File: src/rtl/c10_tape_encoder.sv
// -----------------------------------------------------------------------------
// c10_tape_encoder
// Cassette playback stage between the SDRAM byte store and the MC-10 cassette
// input. Fetches the loaded .c10 image one byte at a time and serialises each
// byte LSB first as FSK: a '1' is one short cycle (HALF_ONE high, HALF_ONE
// low), a '0' is one long cycle (HALF_ZERO high, HALF_ZERO low).
//
// Ports
//   clk         in   1       tape clock (clk_4)
//   reset_n     in   1       asynchronous active-low reset
//   play        in   1       play/pause request, 0->1 edge acts
//   rewind      in   1       rewind request, 0->1 edge acts
//   tape_len    in   ADDR_W  bytes in loaded image, 0 = no tape
//   sdram_addr  out  ADDR_W  byte address being fetched
//   sdram_rd    out  1       one-cycle read strobe
//   sdram_data  in   8       read data
//   data        out  1       FSK tape waveform
//   status      out  3       {eot, paused, playing}, registered
//   dbg_state   out  3       current FSM state encoding
//
// Read handshake: sdram_rd is a single-cycle strobe with sdram_addr stable;
// there is no ready/valid back-pressure. sdram_data is sampled exactly RD_LAT
// cycles after the strobe cycle, and sdram_addr is held until the byte is
// latched.
// -----------------------------------------------------------------------------
module c10_tape_encoder #(
  parameter int HALF_ONE  = 833,
  parameter int HALF_ZERO = 1667,
  parameter int RD_LAT    = 8,
  parameter int ADDR_W    = 25
) (
  input  logic              clk,
  input  logic              reset_n,
  input  logic              play,
  input  logic              rewind,
  input  logic [ADDR_W-1:0] tape_len,
  output logic [ADDR_W-1:0] sdram_addr,
  output logic              sdram_rd,
  input  logic [7:0]        sdram_data,
  output logic              data,
  output logic [2:0]        status,
  output logic [2:0]        dbg_state
);

  typedef enum logic [2:0] {
    S_IDLE  = 3'd0,
    S_FETCH = 3'd1,
    S_WAIT  = 3'd2,
    S_SEND  = 3'd3,
    S_PAUSE = 3'd4,
    S_EOT   = 3'd5
  } state_t;

  // One counter serves both the half-period timer and the read-latency wait.
  localparam int CNT_MAX_H = (HALF_ONE > HALF_ZERO) ? HALF_ONE : HALF_ZERO;
  localparam int CNT_MAX   = (CNT_MAX_H > RD_LAT) ? CNT_MAX_H : RD_LAT;
  localparam int CNT_W     = $clog2(CNT_MAX + 1);

  localparam logic [CNT_W-1:0]  ONE_LAST  = CNT_W'(HALF_ONE - 1);
  localparam logic [CNT_W-1:0]  ZERO_LAST = CNT_W'(HALF_ZERO - 1);
  localparam logic [CNT_W-1:0]  WAIT_LAST = CNT_W'(RD_LAT - 1);
  localparam logic [CNT_W-1:0]  CNT_ONE   = CNT_W'(1);
  localparam logic [ADDR_W-1:0] ADDR_ONE  = ADDR_W'(1);

  state_t              r_state;
  logic [ADDR_W-1:0]   r_addr;
  logic                r_rd;
  logic                r_data;
  logic [2:0]          r_status;
  logic                r_play_q;
  logic                r_rew_q;
  logic [7:0]          r_shift;
  logic [2:0]          r_bit_idx;
  logic                r_low_half;   // 0: high half of the bit, 1: low half
  logic [CNT_W-1:0]    r_cnt;
  logic                r_pause;      // pause requested, honoured at next safe point
  logic                r_resume_fetch; // paused between bytes: resume with a fetch

  logic                w_play_edge;
  logic                w_rew_edge;
  logic                w_cur_bit;
  logic                w_half_last;
  logic                w_pause_now;
  logic                w_at_end;
  logic [ADDR_W:0]     w_next_addr_ext;
  logic [2:0]          w_status;

  assign w_play_edge = play & ~r_play_q;
  assign w_rew_edge  = rewind & ~r_rew_q;
  assign w_cur_bit   = r_shift[r_bit_idx];
  assign w_half_last = (r_cnt == (w_cur_bit ? ONE_LAST : ZERO_LAST));
  // A play edge arriving on the very cycle a bit/latch completes still pauses.
  assign w_pause_now = r_pause | w_play_edge;

  // Extra bit so the end-of-tape compare can never wrap; tape_len is read
  // live so a shrinking image still stops cleanly.
  assign w_next_addr_ext = {1'b0, r_addr} + {{ADDR_W{1'b0}}, 1'b1};
  assign w_at_end        = (w_next_addr_ext >= {1'b0, tape_len});

  always_comb begin
    w_status    = 3'b000;
    w_status[0] = ((r_state == S_FETCH) || (r_state == S_WAIT) ||
                   (r_state == S_SEND)) && !r_pause;
    w_status[1] = (r_state == S_PAUSE) ||
                  ((r_state == S_IDLE) && (r_addr != '0));
    w_status[2] = (r_state == S_EOT);
  end

  always_ff @(posedge clk or negedge reset_n) begin
    if (!reset_n) begin
      r_state        <= S_IDLE;
      r_addr         <= '0;
      r_rd           <= 1'b0;
      r_data         <= 1'b0;
      r_status       <= 3'b000;
      r_play_q       <= 1'b0;
      r_rew_q        <= 1'b0;
      r_shift        <= 8'h00;
      r_bit_idx      <= 3'd0;
      r_low_half     <= 1'b0;
      r_cnt          <= '0;
      r_pause        <= 1'b0;
      r_resume_fetch <= 1'b0;
    end else begin
      r_play_q <= play;
      r_rew_q  <= rewind;
      r_rd     <= 1'b0;
      r_status <= w_status;

      if (w_rew_edge) begin
        // Rewind beats everything, including a simultaneous play edge and
        // an outstanding read whose data is simply never latched.
        r_state        <= S_IDLE;
        r_addr         <= '0;
        r_data         <= 1'b0;
        r_pause        <= 1'b0;
        r_resume_fetch <= 1'b0;
        r_cnt          <= '0;
        r_low_half     <= 1'b0;
        r_bit_idx      <= 3'd0;
      end else begin
        case (r_state)
          S_IDLE: begin
            if (w_play_edge && (tape_len != '0)) begin
              r_state <= S_FETCH;
              r_rd    <= 1'b1;
            end
          end

          S_FETCH: begin
            if (w_play_edge) r_pause <= 1'b1;
            r_state <= S_WAIT;
            r_cnt   <= '0;
          end

          S_WAIT: begin
            if (w_play_edge) r_pause <= 1'b1;
            if (r_cnt == WAIT_LAST) begin
              r_shift    <= sdram_data;
              r_bit_idx  <= 3'd0;
              r_cnt      <= '0;
              r_low_half <= 1'b0;
              if (w_pause_now) begin
                r_state        <= S_PAUSE;
                r_resume_fetch <= 1'b0;
                r_data         <= 1'b0;
              end else begin
                r_state <= S_SEND;
                r_data  <= 1'b1;
              end
            end else begin
              r_cnt <= r_cnt + CNT_ONE;
            end
          end

          S_SEND: begin
            if (w_play_edge) r_pause <= 1'b1;
            if (w_half_last) begin
              r_cnt <= '0;
              if (!r_low_half) begin
                r_low_half <= 1'b1;
                r_data     <= 1'b0;
              end else begin
                // Bit complete; data is already 0 for any gap that follows.
                r_low_half <= 1'b0;
                if (r_bit_idx == 3'd7) begin
                  r_addr    <= r_addr + ADDR_ONE;
                  r_bit_idx <= 3'd0;
                  if (w_at_end) begin
                    r_state <= S_EOT;
                    r_pause <= 1'b0;
                  end else if (w_pause_now) begin
                    r_state        <= S_PAUSE;
                    r_resume_fetch <= 1'b1;
                  end else begin
                    r_state <= S_FETCH;
                    r_rd    <= 1'b1;
                  end
                end else begin
                  r_bit_idx <= r_bit_idx + 3'd1;
                  if (w_pause_now) begin
                    r_state        <= S_PAUSE;
                    r_resume_fetch <= 1'b0;
                  end else begin
                    r_data <= 1'b1;
                  end
                end
              end
            end else begin
              r_cnt <= r_cnt + CNT_ONE;
            end
          end

          S_PAUSE: begin
            if (w_play_edge) begin
              r_pause <= 1'b0;
              if (r_resume_fetch) begin
                // The image may have been shortened while paused.
                if (r_addr >= tape_len) begin
                  r_state <= S_EOT;
                end else begin
                  r_state <= S_FETCH;
                  r_rd    <= 1'b1;
                end
              end else begin
                // r_bit_idx already points at the next unsent bit.
                r_state    <= S_SEND;
                r_data     <= 1'b1;
                r_cnt      <= '0;
                r_low_half <= 1'b0;
              end
            end
          end

          S_EOT: begin
            r_data <= 1'b0;
          end

          default: begin
            r_state <= S_IDLE;
            r_data  <= 1'b0;
          end
        endcase
      end
    end
  end

  assign sdram_addr = r_addr;
  assign sdram_rd   = r_rd;
  assign data       = r_data;
  assign status     = r_status;
  assign dbg_state  = r_state;

endmodule

File: config.mk
export PLATFORM = sky130hd
export DESIGN_NAME = c10_tape_encoder
export DESIGN_NICKNAME = d
export VERILOG_FILES = /design/src/rtl/c10_tape_encoder.sv
export SDC_FILE = /design/constraint.sdc
export NUM_CORES = 1
export LEC_CHECK = 0
export ABC_AREA = 1
export BUFFER_PORTS_ARGS = -buffer_cell sky130_fd_sc_hd__buf_4
export CAP_MARGIN = 0
export CORE_MARGIN = 2
export CORE_UTILIZATION = 35
export CTS_CLUSTER_SIZE = 20
export DETAILED_ROUTE_END_ITERATION = 6
export PLACE_DENSITY = 0.51
export SYNTH_ARGS = -nofsm -noshare
export SYNTH_HDL_FRONTEND = slang
export SYNTH_SLANG_ARGS = --single-unit
File: constraint.sdc
create_clock -name clk -period 3.3 [get_ports clk]
set_input_delay 0.33 -clock clk [delete_from_list [all_inputs] [get_ports clk]]
set_output_delay 0.33 -clock clk [all_outputs]
set_load 0.02 [all_outputs]
# Word level (Yosys, flattened, before mapping)
# Cells that the tools add are included.
word_totals:
  out_inout_bits: 33
  elab_cells: 154
  inputBits: 37
  regBits: 60
op_classes:
  add_sub_neg: 4
  eq_ne: 21
  n_reduce_logical: 29
  mux: 78
  n_lt_le_gt_ge: 3
  bitwise_logic: 6
ops:
  columns: ["operator", "count"]
  rows:
  - ["2-to-1 mux 25 bit", 5]
  - ["2-to-1 mux 11 bit", 6]
  - ["2-to-1 mux 3 bit", 18]
  - ["nonzero test 25 bit", 2]
  - ["one-hot mux 11 bit (4 select lines)", 1]
  - ["2-to-1 mux 1 bit", 40]
  - ["adder 25 x 1 -> 26 bit (second input constant)", 1]
  - [">= comparator 26 x 25 -> 1 bit", 1]
  - ["adder 25 x 1 -> 25 bit (second input constant)", 1]
  - [">= comparator 25 bit", 1]
  - ["one-hot mux 3 bit (6 select lines)", 1]
  - ["!= test 4 bit (second input constant)", 4]
  - ["AND reduction 7 bit", 2]
  - ["!= test 3 bit (second input constant)", 4]
  - ["adder 11 x 1 -> 11 bit (second input constant)", 1]
  - ["== test 11 bit", 1]
  - ["== test 11 x 3 -> 1 bit (second input constant)", 1]
  - ["== test 3 bit (second input constant)", 3]
  - ["one-hot mux 1 bit (3 select lines)", 3]
  - ["AND reduction 4 bit", 2]
  - ["nonzero test 2 bit", 4]
  - ["nonzero test 4 bit", 2]
  - ["== test 3 x 2 -> 1 bit (second input constant)", 2]
  - ["!= test 3 x 2 -> 1 bit (second input constant)", 2]
  - ["24 further kinds", 33]

# Depth between registers and ports, before layout
# Gate-level depths: netlist (run 1).
logic_depth:
  word_depth: 10
  depth_mapped: 25
  ltp_nobuf: 25

# Worst setup path before layout (run 1)
# Ideal clock, no wire load.
synth_path:
  kind: "reg-to-reg"
  startpoint: "reg r_addr[1], in the netlist sdram_addr[1]"
  endpoint: "reg r_resume_fetch"
  stages_incl_launch_ff: 25
  setup_ns: 0.117
  n_path_buf: 0
  period_less_slack_ns: 2.904
  arrival_time_ns: 2.787
  slack_ns: 0.396
  required_time_ns: 3.183
  path_cell_list: "dfrtp_1 ha_1 nand2_1 inv_1 nand3_1 nor2_2 nand2_1 nor2_2 nand4_2 o21ai_0 inv_1 ha_1 nand2_1 inv_1 nand2_1 nand2_1 o21bai_1 nor2_1 nand2_1 nand2_1 nand3_1 nand3_1 nand3_1 nand2_1 nand2_1"
synth_between:
  elab_chain_cells: 4
synth_rtl:
  columns: ["element", "line_no", "source"]
  rows:
  - ["from (decl)", "66", "logic [ADDR_W-1:0] r_addr;"]
  - ["from (signal assigned)", "187", "r_addr <= r_addr + ADDR_ONE;"]
  - ["adder 25 x 1 -> 26 bit", "97", "assign w_next_addr_ext = {1'b0, r_addr} + {{ADDR_W{1'b0}}, 1'b1};"]
  - [">= comparator 26 x 25 -> 1 bit", "98", "assign w_at_end = (w_next_addr_ext >= {1'b0, tape_len});"]
  - ["!= test 4 bit (no line)", null, null]
  - ["AND reduction 6 bit (no line)", null, null]
  - ["to (signal assigned)", "123", "r_resume_fetch <= 1'b0;"]
  - ["to (signal assigned)", "137", "r_resume_fetch <= 1'b0;"]
  - ["to (signal assigned)", "165", "r_resume_fetch <= 1'b0;"]
  - ["to (decl)", "77", "logic r_resume_fetch;"]
# No other way between the ends.
# A chain may end at the register's enable or synchronous reset.

# Worst setup path in the final report (run 1)
layout_path:
  startpoint: "reg r_addr[1], in the netlist sdram_addr[1]"
  endpoint: "reg r_rd, in the netlist sdram_rd"
layout_between:
  elab_chain_cells: 8
  elab_cells_between_ends: 12
  classes_between: "1 x add/sub; 2 x order compare; 9 x mux"
layout_rtl:
  columns: ["element", "line_no", "source"]
  rows:
  - ["adder 25 x 1 -> 26 bit", "97", null]
  - [">= comparator 26 x 25 -> 1 bit", "98", null]
  - ["2-to-1 mux 1 bit", "189", "if (w_at_end) begin"]
  - ["2-to-1 mux 1 bit", "186", "if (r_bit_idx == 3'd7) begin"]
  - ["2-to-1 mux 1 bit", "180", "if (!r_low_half) begin"]
  - ["2-to-1 mux 1 bit", "178", "if (w_half_last) begin"]
  - ["one-hot mux 1 bit (3 select lines) (*)", "142", "case (r_state)"]
  - ["2-to-1 mux 1 bit (*)", "130", "if (w_rew_edge) begin"]
  - ["to (signal assigned)", "127", "r_rd <= 1'b0;"]
  - ["to (signal assigned)", "146", "r_rd <= 1'b1;"]
  - ["to (signal assigned)", "197", "r_rd <= 1'b1;"]
  - ["to (decl)", "67", "logic r_rd;"]
# Mark *: on every way between the ends. The rest lies on a longest branch, timed or not.

==> results of run 1 <==
-- synth_stat cells, drive strengths merged --
cell type  number  share of area
nand2         196           0.14
inv           132          0.095
nor2           86          0.069
dfrtp          60           0.29
ha             55           0.13
nand3          50          0.052
o21ai          44          0.051
nand4          25          0.032
a21oi          18          0.017
xor2           18          0.030
nor3           15          0.018
mux2            8          0.017
a21o            5         0.0072
nor4            5         0.0060
buf             4          0.010
o21bai          4         0.0057
xnor2           3         0.0050
clkbuf          2         0.0014
nand3b          2         0.0029
a211oi          1         0.0024
a21boi          1         0.0014
a31oi           1         0.0012
a41oi           1         0.0017
clkinv          1        0.00072
nor3b           1         0.0014
o21a            1         0.0014
o221ai          1         0.0017
o22ai           1         0.0012
o31ai           1         0.0014
o32ai           1         0.0017
or2             1         0.0012
-- flip-flops by register name (all words and copies together) (netlist names) --
name,cells
sdram_addr,25
r_bit_idx,3
r_cnt,11
data,1
status,3
r_pause,1
r_play_q,1
r_low_half,1
r_rew_q,1
sdram_rd,1
r_resume_fetch,1
r_shift,8
dbg_state,3
-- worst reg2reg max path, stage by stage (launching register included) --
cell,delay [ns]
dfrtp_1,0.42
ha_2,0.24
nand2_2,0.06
inv_2,0.08
nand3_4,0.08
nor2_4,0.13
nand2_2,0.08
nor2_4,0.19
nand4_4,0.22
o21ai_2,0.21
inv_2,0.07
ha_4,0.27
nand2_4,0.05
nor2_4,0.11
nand2_2,0.06
o21bai_1,0.13
nor2_1,0.06
nand2_1,0.10
nand2_2,0.08
nand3_2,0.08
nor2_1,0.04
nor3_1,0.16
nor2_1,0.08
-- routing by layer --
layer	track usage	vias up	wire, µm
met5	0	-	0
met4	0.06335	0	335
met3	0.03669	19	741
met2	0.3400	142	7597
met1	0.2671	2350	7278
li1	-	2608	-
-- how the worst max path moves through the flow --
stage | end | start | cells past startpoint | slack [ns]
floorplan | r_resume_fetch | sdram_addr[1] | 24 | 0.40
global placement | sdram_rd | sdram_addr[1] | 21 | 0.16
detailed placement | r_resume_fetch | sdram_addr[1] | 22 | 0.07
CTS | r_resume_fetch | sdram_addr[1] | 22 | 0.06
global route | sdram_rd | sdram_addr[1] | 22 | -0.11
finish | sdram_rd | sdram_addr[1] | 22 | 0.17
-- where the power goes --
group	leakage (µW)	switching, µW	internal, µW
clock network	0.000145	339	585
logic	0.00263	474	242
registers	0.000826	60.0	791
-- per-stage QoR --
stage / power (µW) / instances / utilization
floorplan: 1324 / 744 / -
global placement: 1563 / 1016 / 0.4190
detailed placement: 1569 / 1016 / 0.4190
CTS: 2514 / 1031 / 0.4389
global route: 2658 / 1037 / 0.4542
finish: 2491 / 1037 / 0.4542
-- cells by family (layout without fill, tap and decap cells) --
logic type | after synthesis | in the layout | share of synthesized area
buffers and inverters | 139 | 248 | 0.1070
AND/OR/NAND/NOR | 381 | 381 | 0.3279
flip-flops | 60 | 60 | 0.2866
AO/OA/AOI/OAI | 80 | 80 | 0.09482
multiplexers | 8 | 8 | 0.01720
XOR/XNOR | 21 | 21 | 0.03511
adder cells (fa/ha/maj) | 55 | 55 | 0.1314
-- repair_timing --
item,CTS,global route
endpoints found under the setup margin,0,5
resized for setup,0,47
buffers inserted,0,6
-- layout make-up --
| class | instances | share of cell area |
|---|---|---|
| timing repair buffer | 100 | 0.1133 |
| clock inverter | 1 | 0.0007553 |
| sequential | 60 | 0.2266 |
| clock buffer | 14 | 0.04286 |
| tap | 184 | 0.03474 |
| inverter | 133 | 0.07534 |
| multi-input combinational | 545 | 0.5064 |
==> impl_results.md, run 1 <==
* Total area of sequential cells at 1501 µm²
* Clock tree root buffer cell: clkbuf_16
* CP Cell Sequence: ha_2 > nand2_2 > inv_2 > nand3_4 > nor2_4 > nand2_2 > nor2_4 > nand4_4 > o21ai_2 > inv_2 > ha_4 > nand2_4 > nor2_4 > nand2_2 > o21bai_1 > nor2_1 > nand2_1 > nand2_2 > nand3_2 > nor2_1 > nor3_1 > nor2_1
* Final global-route overflow total at 0
* Number of I/O pins at 70
* Number of slew-limit violations in the final report at 0
* Avg Vias per Cell at 4.936
* Number of global-route vias before repair at 4949
* Final Cycle Share at 0.9494
* Net count of the finished layout at ~940
* Mean instance size in the synthesized netlist at 7.041 µm²
* Via count at 5119
* Floorplan Core Area at 14590 µm²
* Depth of the worst register-to-register path at 22
* Worst hold slack after final layout at approximately 0.09 ns
* Cell family with most CP delay: simple AND/OR/NAND/NOR gates
* Clock buffers created by TritonCTS at 9
* Post-detailed-placement cell area at 6113 µm²
* Class of the tightest hold or removal check: input pin to async pin
* Worst-path clk slew at 0.06 ns
* Global-route wire length before repair at roughly 25 mm
* Commonest cells after routing, fill and taps aside: nand2_1, inv_1, buf_4, nor2_1, dfrtp_1
* Number of nets in the synthesized netlist at 836
* Input/output buffers at 69
* Worst R2R End: sdram_rd
* Buffer and inverter count on the worst path at 2
* CP Data Required Time at ~3.5 ns
* Slew of the pin with the lowest slew margin at 0.8176 ns
* First drt pass iteration count at 7
* Average detailed-routed wire length per instance at around 15 µm
* WS Path Type: register to register
* Layout filler cell count at 1456
* Final setup fails at 0
* Antenna cell count at 0
* Layout Skew at 0.009308 ns
* Count of standard-cell rows at 44
* Skew-Pair Late Insertion Delay at 0.34 ns
* Share of final-layout standard cells stronger than drive strength 1 at 0.2216
* Number of hold-slack violations in the final timing report at 0
* Number of design-rule violations left by the first detailed-router iteration at 243
* Critical R2R Launch: sdram_addr[1]
* Final Critical Period at 3.133 ns
* Setup TNS after final layout at 0 ns
* Die Y at 126.3 µm
* Synthesized area at 5239 µm²
* Worst slack, placed at 0.07233 ns
* Die outline area at between 15000 and 20000 µm²
* Most numerous cell on the critical path: nand2_2
* Number of hold-repair buffers added at the cts stage at 0
* Most frequent standard cell in the layout excluding fill and tap cells: nand2_1
* Crit path launch type: register
* Count of clock tree sinks at 60
* Routability congestion estimate from global placement at 0.9298
* Design Area, Final at approximately 6600 µm²
* Total routing resource utilization after global routing at 0.2031
* Number of antenna violations at the first check in global routing at 0
* Critical path capture point type: register
* Area added between synthesis and finish at 26.49%
* Total area of multi-input combinational cells at roughly 3400 µm²
* Crit path max fanout at 6
* Outcome: complete, no violations
* HPWL after detailed placement at 12.65 mm
* Setup slack of the most critical reg-to-reg path at 0.17 ns
* CP peak stage delay at 0.42 ns
* Count of warnings emitted by yosys at 0
* Yosys cell types at 43
* Portion of the post-synthesis area used by sequential elements at 0.2866
* Unrepaired setup endpoints after global routing: yes
* Worst vdd rail ir drop at 0.0003114 V
* Power Density at 375.9 nW/µm²
* Arrival time worst endpoint at 3.34 ns
* Count of state elements after synthesis at 60
* TritonCTS clock tree: built
* Max capacitance violation total at 0
* H-tree depth reported by CTS at 3
* CTS Buffer Depth at 2
* Post-Synthesis Cells at 744
* Leakage at 0.003603 µW
* Max-Slew Margin vs Limit at 0.4549
* Maximum number of pins on one net before global-route repair at 61
* Remaining antenna violation count at 0
* Max frequency at 319.2 MHz
* Routed wire length at ~16 mm
* Initial core utilization at 0.3591
* Worst-case setup margin in the final layout at 0.1670 ns
* Residual DRC at 0
* Cell at the slowest stage of the critical path: dfrtp_1
* Width of the chip at 126.3 µm
No activity file was read; power rests on OpenSTA's default activity.
==> run 2, diff against run 1 <==
--- a/config.mk
+++ b/config.mk
@@ -8,8 +8,9 @@
 export ABC_AREA = 1
 export BUFFER_PORTS_ARGS = -buffer_cell sky130_fd_sc_hd__buf_4
 export CAP_MARGIN = 0
-export CORE_MARGIN = 2
+export CORE_MARGIN = 4
 export CORE_UTILIZATION = 35
+export CTS_BUF_LIST = sky130_fd_sc_hd__clkbuf_8
 export CTS_CLUSTER_SIZE = 20
 export DETAILED_ROUTE_END_ITERATION = 6
 export PLACE_DENSITY = 0.51
==> impl_results.md, run 2 (synthesized netlist as in run 1, its figures left out) <==
* Net count of the finished layout at 945 (+0.43%)
* Total routing resource utilization after global routing at 0.1971 (-0.006014)
* Count of standard-cell rows at 44 (unchanged)
* Slew of the pin with the lowest slew margin at 0.7970 ns (-0.02066 ns)
* Power Density at 366.3 nW/µm² (-2.5%)
* Number of global-route vias before repair at 5125 (+3.6%)
* Crit. Startpoint: sdram_addr[0]
* Worst-case setup margin in the final layout at 0.2127 ns (+0.04571 ns)
* First drt pass iteration count at 5 (-2)
* Average detailed-routed wire length per instance at 15.57 µm (+1.2%)
* Final Cycle Share at 0.9356 (-0.01385)
* Crit path launch type: register
* Critical R2R Launch: sdram_addr[0]
* Residual DRC at 0 (unchanged)
* Number of design-rule violations left by the first detailed-router iteration at 403 (+66%)
* Width of the chip at 130.3 µm (+3.2%)
* Total area of multi-input combinational cells at 3284 µm² (-2.1%)
* H-tree depth reported by CTS at 3 (unchanged)
* Class of the tightest hold or removal check: input pin to async pin
* Via count at 5203 (+1.6%)
* Commonest cells after routing, fill and taps aside: nand2_1, inv_1, buf_4, nor2_1, dfrtp_1
* HPWL after detailed placement at 12.90 mm (+2.0%)
* Outcome: complete, no violations
* Count of clock tree sinks at 60 (unchanged)
* Clock buffers created by TritonCTS at 9 (unchanged)
* Worst-path clk slew at 0.08 ns (+0.02 ns)
* Max capacitance violation total at 0 (unchanged)
* Final global-route overflow total at 0 (unchanged)
* Setup slack of the most critical reg-to-reg path at 0.21 ns (+0.05 ns)
* TritonCTS clock tree: built
* Input/output buffers at 69 (unchanged)
* WS Path Type: register to register
* Critical path capture point type: register
* Layout filler cell count at 1523 (+4.6%)
* Max frequency at 323.9 MHz (+1.5%)
* Antenna cell count at 0 (unchanged)
* Maximum number of pins on one net before global-route repair at 61 (unchanged)
* Final setup fails at 0 (unchanged)
* Crit path max fanout at 6 (unchanged)
* Die outline area at 16990 µm² (+6.4%)
* Skew-Pair Late Insertion Delay at 0.36 ns (+0.02 ns)
* Most frequent standard cell in the layout excluding fill and tap cells: nand2_1
* Max-Slew Margin vs Limit at 0.4687 (+0.01377)
* Routability congestion estimate from global placement at 0.9045 (-2.7%)
* Remaining antenna violation count at 0 (unchanged)
* Largest register FFs at 25 (unchanged)
* Initial core utilization at 0.3591 (unchanged)
* Setup TNS after final layout at 0 ns (unchanged)
* CP Data Required Time at 3.58 ns (+0.07 ns)
* Clock tree root buffer cell: clkbuf_8
* Leakage at 0.003594 µW (-0.27%)
* Avg Vias per Cell at 4.993 (+1.2%)
* Number of hold-slack violations in the final timing report at 0 (unchanged)
* Worst R2R End: dbg_state[0]
* Share of final-layout standard cells stronger than drive strength 1 at 0.2156 (-0.005953)
* Worst slack, placed at -0.001507 ns (-0.07384 ns)
* Die Y at 130.3 µm (+3.2%)
* Area added between synthesis and finish at 24.77%
* Floorplan Core Area at 14590 µm² (unchanged)
* Layout Skew at 0.008195 ns (-0.001113 ns)
* Global-route wire length before repair at 26.05 mm (+2.3%)
* Final Critical Period at 3.087 ns (-0.04571 ns)
* Number of antenna violations at the first check in global routing at 0 (unchanged)
* Worst hold slack after final layout at 0.04370 ns (-0.04696 ns)
* Post-route total power at 2394 µW (-3.9%)
* Worst vdd rail ir drop at 0.0002673 V (-14%)
* Finished Core Util at 0.4480 (-0.006175)
* Arrival time worst endpoint at 3.37 ns (+0.03 ns)
* Depth of the worst register-to-register path at 22 (unchanged)
* CTS Buffer Depth at 2 (unchanged)
* Number of I/O pins at 70 (unchanged)
* Routed wire length at 16.22 mm (+1.7%)
* Number of hold-repair buffers added at the cts stage at 0 (unchanged)
* Total area of sequential cells at 1503 µm² (about the same)
* Number of slew-limit violations in the final report at 0 (unchanged)
[run 2: routing by layer]
metal | GRT usage | routed length [µm]
met1 | 0.2540 | 7129
met3 | 0.02906 | 882
met5 | 0 | 0
met4 | 0.09014 | 559
met2 | 0.3265 | 7646
[run 2: worst max-delay path by stage]
stage	endpoint	cells past startpoint
finish	dbg_state[0]	22
global placement	sdram_rd	21
detailed placement	r_resume_fetch	22
floorplan	r_resume_fetch	24
global route	dbg_state[0]	23
CTS	sdram_rd	22
[run 2: power breakdown]
| group | switching, µW | internal, µW | total (µW) |
|---|---|---|---|
| Sequential | 64.4 | 789 | 853 |
| Clock | 327 | 498 | 826 |
| Combinational | 474 | 241 | 715 |
[run 2: area by class of cell]
type,instances,area share
Clock buffer,9,0.01895
Inverter,133,0.07638
Timing Repair Buffer,104,0.1194
Multi-Input combinational cell,545,0.5025
Sequential cell,60,0.2299
Clock inverter,7,0.01761
Tap cell,184,0.03522
[run 2: timing repair]
item / 4_1_cts / 5_1_grt
setup endpoints to repair: 2 / 5
setup buffers: 0 / 6
pin swaps: 0 / 9
gates resized for setup: 2 / 31
[run 2: worst max-delay path, cell delays in order (launching register included)]
cell and delay [ns]:
dfrtp_1 0.41, ha_2 0.20, nand2_1 0.07, inv_2 0.09, nand3_4 0.08, nor2_4 0.13
nand2_2 0.08, nor2_4 0.16, nand4_4 0.20, nor2_4 0.16, nand3_1 0.09, nand2_1 0.07
inv_1 0.05, ha_1 0.27, nand2_1 0.07, o21a_1 0.19, o21ai_0 0.20, nor2_2 0.10
nand3_2 0.10, nand2_1 0.06, nand2_1 0.06, nand2_1 0.05, o21ai_1 0.13
[run 2: per-stage QoR]
stage,std cells,cell area [µm²]
final,1042,6536
after global routing,1042,6536
after CTS,1036,6394
after detailed placement,1020,6143
after global placement,1020,6143
after floorplan,744,5239
==> run 3, diff against run 2 <==
--- a/config.mk
+++ b/config.mk
@@ -9,11 +9,11 @@
 export BUFFER_PORTS_ARGS = -buffer_cell sky130_fd_sc_hd__buf_4
 export CAP_MARGIN = 0
 export CORE_MARGIN = 4
-export CORE_UTILIZATION = 35
+export CORE_UTILIZATION = 30
 export CTS_BUF_LIST = sky130_fd_sc_hd__clkbuf_8
 export CTS_CLUSTER_SIZE = 20
 export DETAILED_ROUTE_END_ITERATION = 6
-export PLACE_DENSITY = 0.51
+export PLACE_DENSITY = 0.45
 export SYNTH_ARGS = -nofsm -noshare
 export SYNTH_HDL_FRONTEND = slang
 export SYNTH_SLANG_ARGS = --single-unit
==> impl_results.md, run 3 (synthesized netlist as in run 1, its figures left out) <==
* Crit path launch type: register
* Global-route wire length before repair at 26.62 mm (+2.2%)
* Number of antenna violations at the first check in global routing at 0 (unchanged)
* First drt pass iteration count at 4 (-1)
* Setup TNS after final layout at 0 ns (unchanged)
* Width of the chip at 140.1 µm (+7.5%)
* Crit path max fanout at 6 (unchanged)
* Cell at the slowest stage of the critical path: dfrtp_1
* Routed wire length at 16.47 mm (+1.6%)
* Count of clock tree sinks at 60 (unchanged)
* Final Critical Period at 3.008 ns (-0.07981 ns)
* Routability congestion estimate from global placement at 0.9129 (+0.93%)
* Number of slew-limit violations in the final report at 0 (unchanged)
* Max frequency at 332.5 MHz (+2.7%)
* Class of the tightest hold or removal check: input pin to async pin
* Clock power share at 0.318 (-0.027)
* Count of standard-cell rows at 48 (+9.1%)
* Buffer and inverter count on the worst path at 2 (unchanged)
* Critical path capture point type: register
* Part of the total power dissipated in combinational logic at 0.312 (+0.013)
* Final global-route overflow total at 0 (unchanged)
* Area added between synthesis and finish at 22.69%
* Remaining antenna violation count at 0 (unchanged)
* CP peak stage delay at 0.36 ns (-0.05 ns)
* Avg Vias per Cell at 4.740 (-5.1%)
* Slew of the pin with the lowest slew margin at 0.8262 ns (+0.02924 ns)
* Layout filler cell count at 1859 (+22%)
* Outcome: complete, no violations
* Cell family with most CP delay: simple AND/OR/NAND/NOR gates
* Residual DRC at 0 (unchanged)
* Most frequent standard cell in the layout excluding fill and tap cells: nand2_1
* Leakage at 0.003500 µW (-2.6%)
* Share of final-layout standard cells stronger than drive strength 1 at 0.1986 (-0.01704)
* Max-Slew Margin vs Limit at 0.4492 (-0.01949)
* Input/output buffers at 69 (unchanged)
* Final setup fails at 0 (unchanged)
* Sw Ratio at 0.3835 (+0.02188)
* Power Density at 358.2 nW/µm² (-2.2%)
* Number of I/O pins at 70 (unchanged)
* Maximum number of pins on one net before global-route repair at 61 (unchanged)
* Die Y at 140.1 µm (+7.5%)
* Via count at 5053 (-2.9%)
* Number of design-rule violations left by the first detailed-router iteration at 268 (-33%)
* Floorplan Core Area at 17180 µm² (+18%)
* Post-detailed-placement cell area at 6075 µm² (-1.1%)
* Antenna cell count at 0 (unchanged)
* CP Cell Sequence: ha_2 > nand2_1 > inv_2 > nand3_2 > nor2_4 > nand2_2 > nor2_4 > nand4_4 > nor2_2 > nand3_1 > nand2_1 > inv_1 > ha_1 > nand2_1 > o21a_1 > o21ai_0 > nor2_2 > nand3_1 > nor2_1 > nor3_1 > nor2_1
* Most numerous cell on the critical path: nand2_1
* Number of global-route vias before repair at 5073 (-1.0%)
* Total routing resource utilization after global routing at 0.1697 (-0.02742)
* Worst-path clk slew at 0.08 ns (about the same)
* Crit. Startpoint: sdram_addr[1]
* Number of hold-repair buffers added at the cts stage at 0 (unchanged)
* Largest register FFs at 25 (unchanged)
* Clock tree root buffer cell: clkbuf_8
* Post-route total power at 2302 µW (-3.8%)
* Design Area, Final at 6427 µm² (-1.7%)
* Clock buffers created by TritonCTS at 9 (unchanged)
* WS Path Type: register to register
* Skew-Pair Late Insertion Delay at 0.37 ns (about the same)
* CTS Buffer Depth at 2 (unchanged)
* Number of hold-slack violations in the final timing report at 0 (unchanged)
* Switching power at 883.0 µW (+2.0%)
* CP Data Required Time at 3.55 ns (-0.03 ns)
* Die outline area at 19640 µm² (+16%)
* Worst vdd rail ir drop at 0.0002815 V (+5.3%)
* Relative contribution of sequential cells to total power at 0.371 (+0.015)
* Initial core utilization at 0.3050 (-0.05409)
* Commonest cells after routing, fill and taps aside: nand2_1, inv_1, buf_4, nor2_1, dfrtp_1
* H-tree depth reported by CTS at 3 (unchanged)
* Average detailed-routed wire length per instance at 15.45 µm (-0.71%)
* TritonCTS clock tree: built
* Arrival time worst endpoint at 3.26 ns (-0.11 ns)
* Cell Int Power at 1419 µW (-7.1%)
* Critical R2R Launch: sdram_addr[1]
* Layout Skew at 0.01340 ns (+0.005207 ns)
* Net count of the finished layout at 928 (-1.8%)
* HPWL after detailed placement at 13.01 mm (+0.85%)
* Final Cycle Share at 0.9114 (-0.02419)
* Max capacitance violation total at 0 (unchanged)
[run 3: cell count changes in the layout (fill, tap and decap cells not counted), sizes merged]
cell	delta
buf	-17
bufinv	-2
clkbuf	+2
clkinv	-1
inv	+1
[run 3: path summary, 6_finish.rpt]
| path | endpoint | slack, ns | depth (start not counted) |
|---|---|---|---|
| min in group clk | r_rew_q | 0.07 | 1 |
| setup / recovery | sdram_rd | 0.29 | 21 |
| setup reg to reg | sdram_rd | 0.29 | 21 |
| max in group asynchronous | sdram_addr[2] | 2.66 | 1 |
| hold / removal | sdram_addr[7] | 0.03 | 1 |
| hold reg to reg | status[0] | 0.47 | 1 |
[run 3: power by group through the flow]
| stage | registers (µW) | logic (µW) | clock network (µW) |
|---|---|---|---|
| finish | 854 | 717 | 731 |
| CTS | 854 | 719 | 753 |
| global placement | 868 | 709 | 0 |
| detailed placement | 867 | 715 | 0 |
| floorplan | 885 | 439 | 0 |
| global route | 865 | 817 | 787 |
[run 3: through the flow]
stage | utilization | hold WS (ns) | cells | setup slack [ns]
2_1_floorplan | - | 0.03441 | 744 | 0.3960
3_3_place_gp | 0.3537 | 0.4508 | 1045 | 0.1031
3_5_place_dp | 0.3537 | 0.4527 | 1045 | 0.07907
4_1_cts | 0.3659 | 0.05406 | 1061 | 0.04041
5_1_grt | 0.3742 | 0.05155 | 1066 | -0.02870
6_report | 0.3742 | 0.03466 | 1066 | 0.2925
[run 3: repair_timing]
| item | in CTS | in global routing |
|---|---|---|
| gates resized for setup | 0 | 29 |
| buffers inserted | 0 | 5 |
| setup endpoints to repair | 0 | 5 |
[run 3: worst reg2reg max path, cell delays in order, from the launching register on]
cell	delay (ns)
dfrtp_1	0.36
ha_2	0.20
nand2_1	0.07
inv_2	0.07
nand3_2	0.09
nor2_4	0.14
nand2_2	0.08
nor2_4	0.19
nand4_4	0.15
nor2_2	0.14
nand3_1	0.08
nand2_1	0.08
inv_1	0.05
ha_1	0.26
nand2_1	0.07
o21a_1	0.18
o21ai_0	0.23
nor2_2	0.10
nand3_1	0.12
nor2_1	0.05
nor3_1	0.14
nor2_1	0.05
[run 3: per-layer routing]
metal / up-vias / wire length [µm] / GRT usage / part of all wire
met4: 0 / 390 / 0.05660 / 0.024
met2: 96 / 8438 / 0.3044 / 0.51
li1: 2589 / - / - / -
met3: 24 / 655 / 0.03209 / 0.040
met1: 2344 / 6990 / 0.2030 / 0.42
met5: - / 0 / 0 / 0
[run 3: cell type report]
cell class                      instances  area [µm²]  share of cell area
Clock inverter                          5       58.81            0.009149
Inverter                              133       499.2             0.07767
Timing Repair Buffer                   87       653.1              0.1016
Sequential cell                        60        1504              0.2340
Multi-Input combinational cell        545        3279              0.5102
Clock buffer                           11       151.4             0.02355
Tap cell                              225       281.5             0.04380
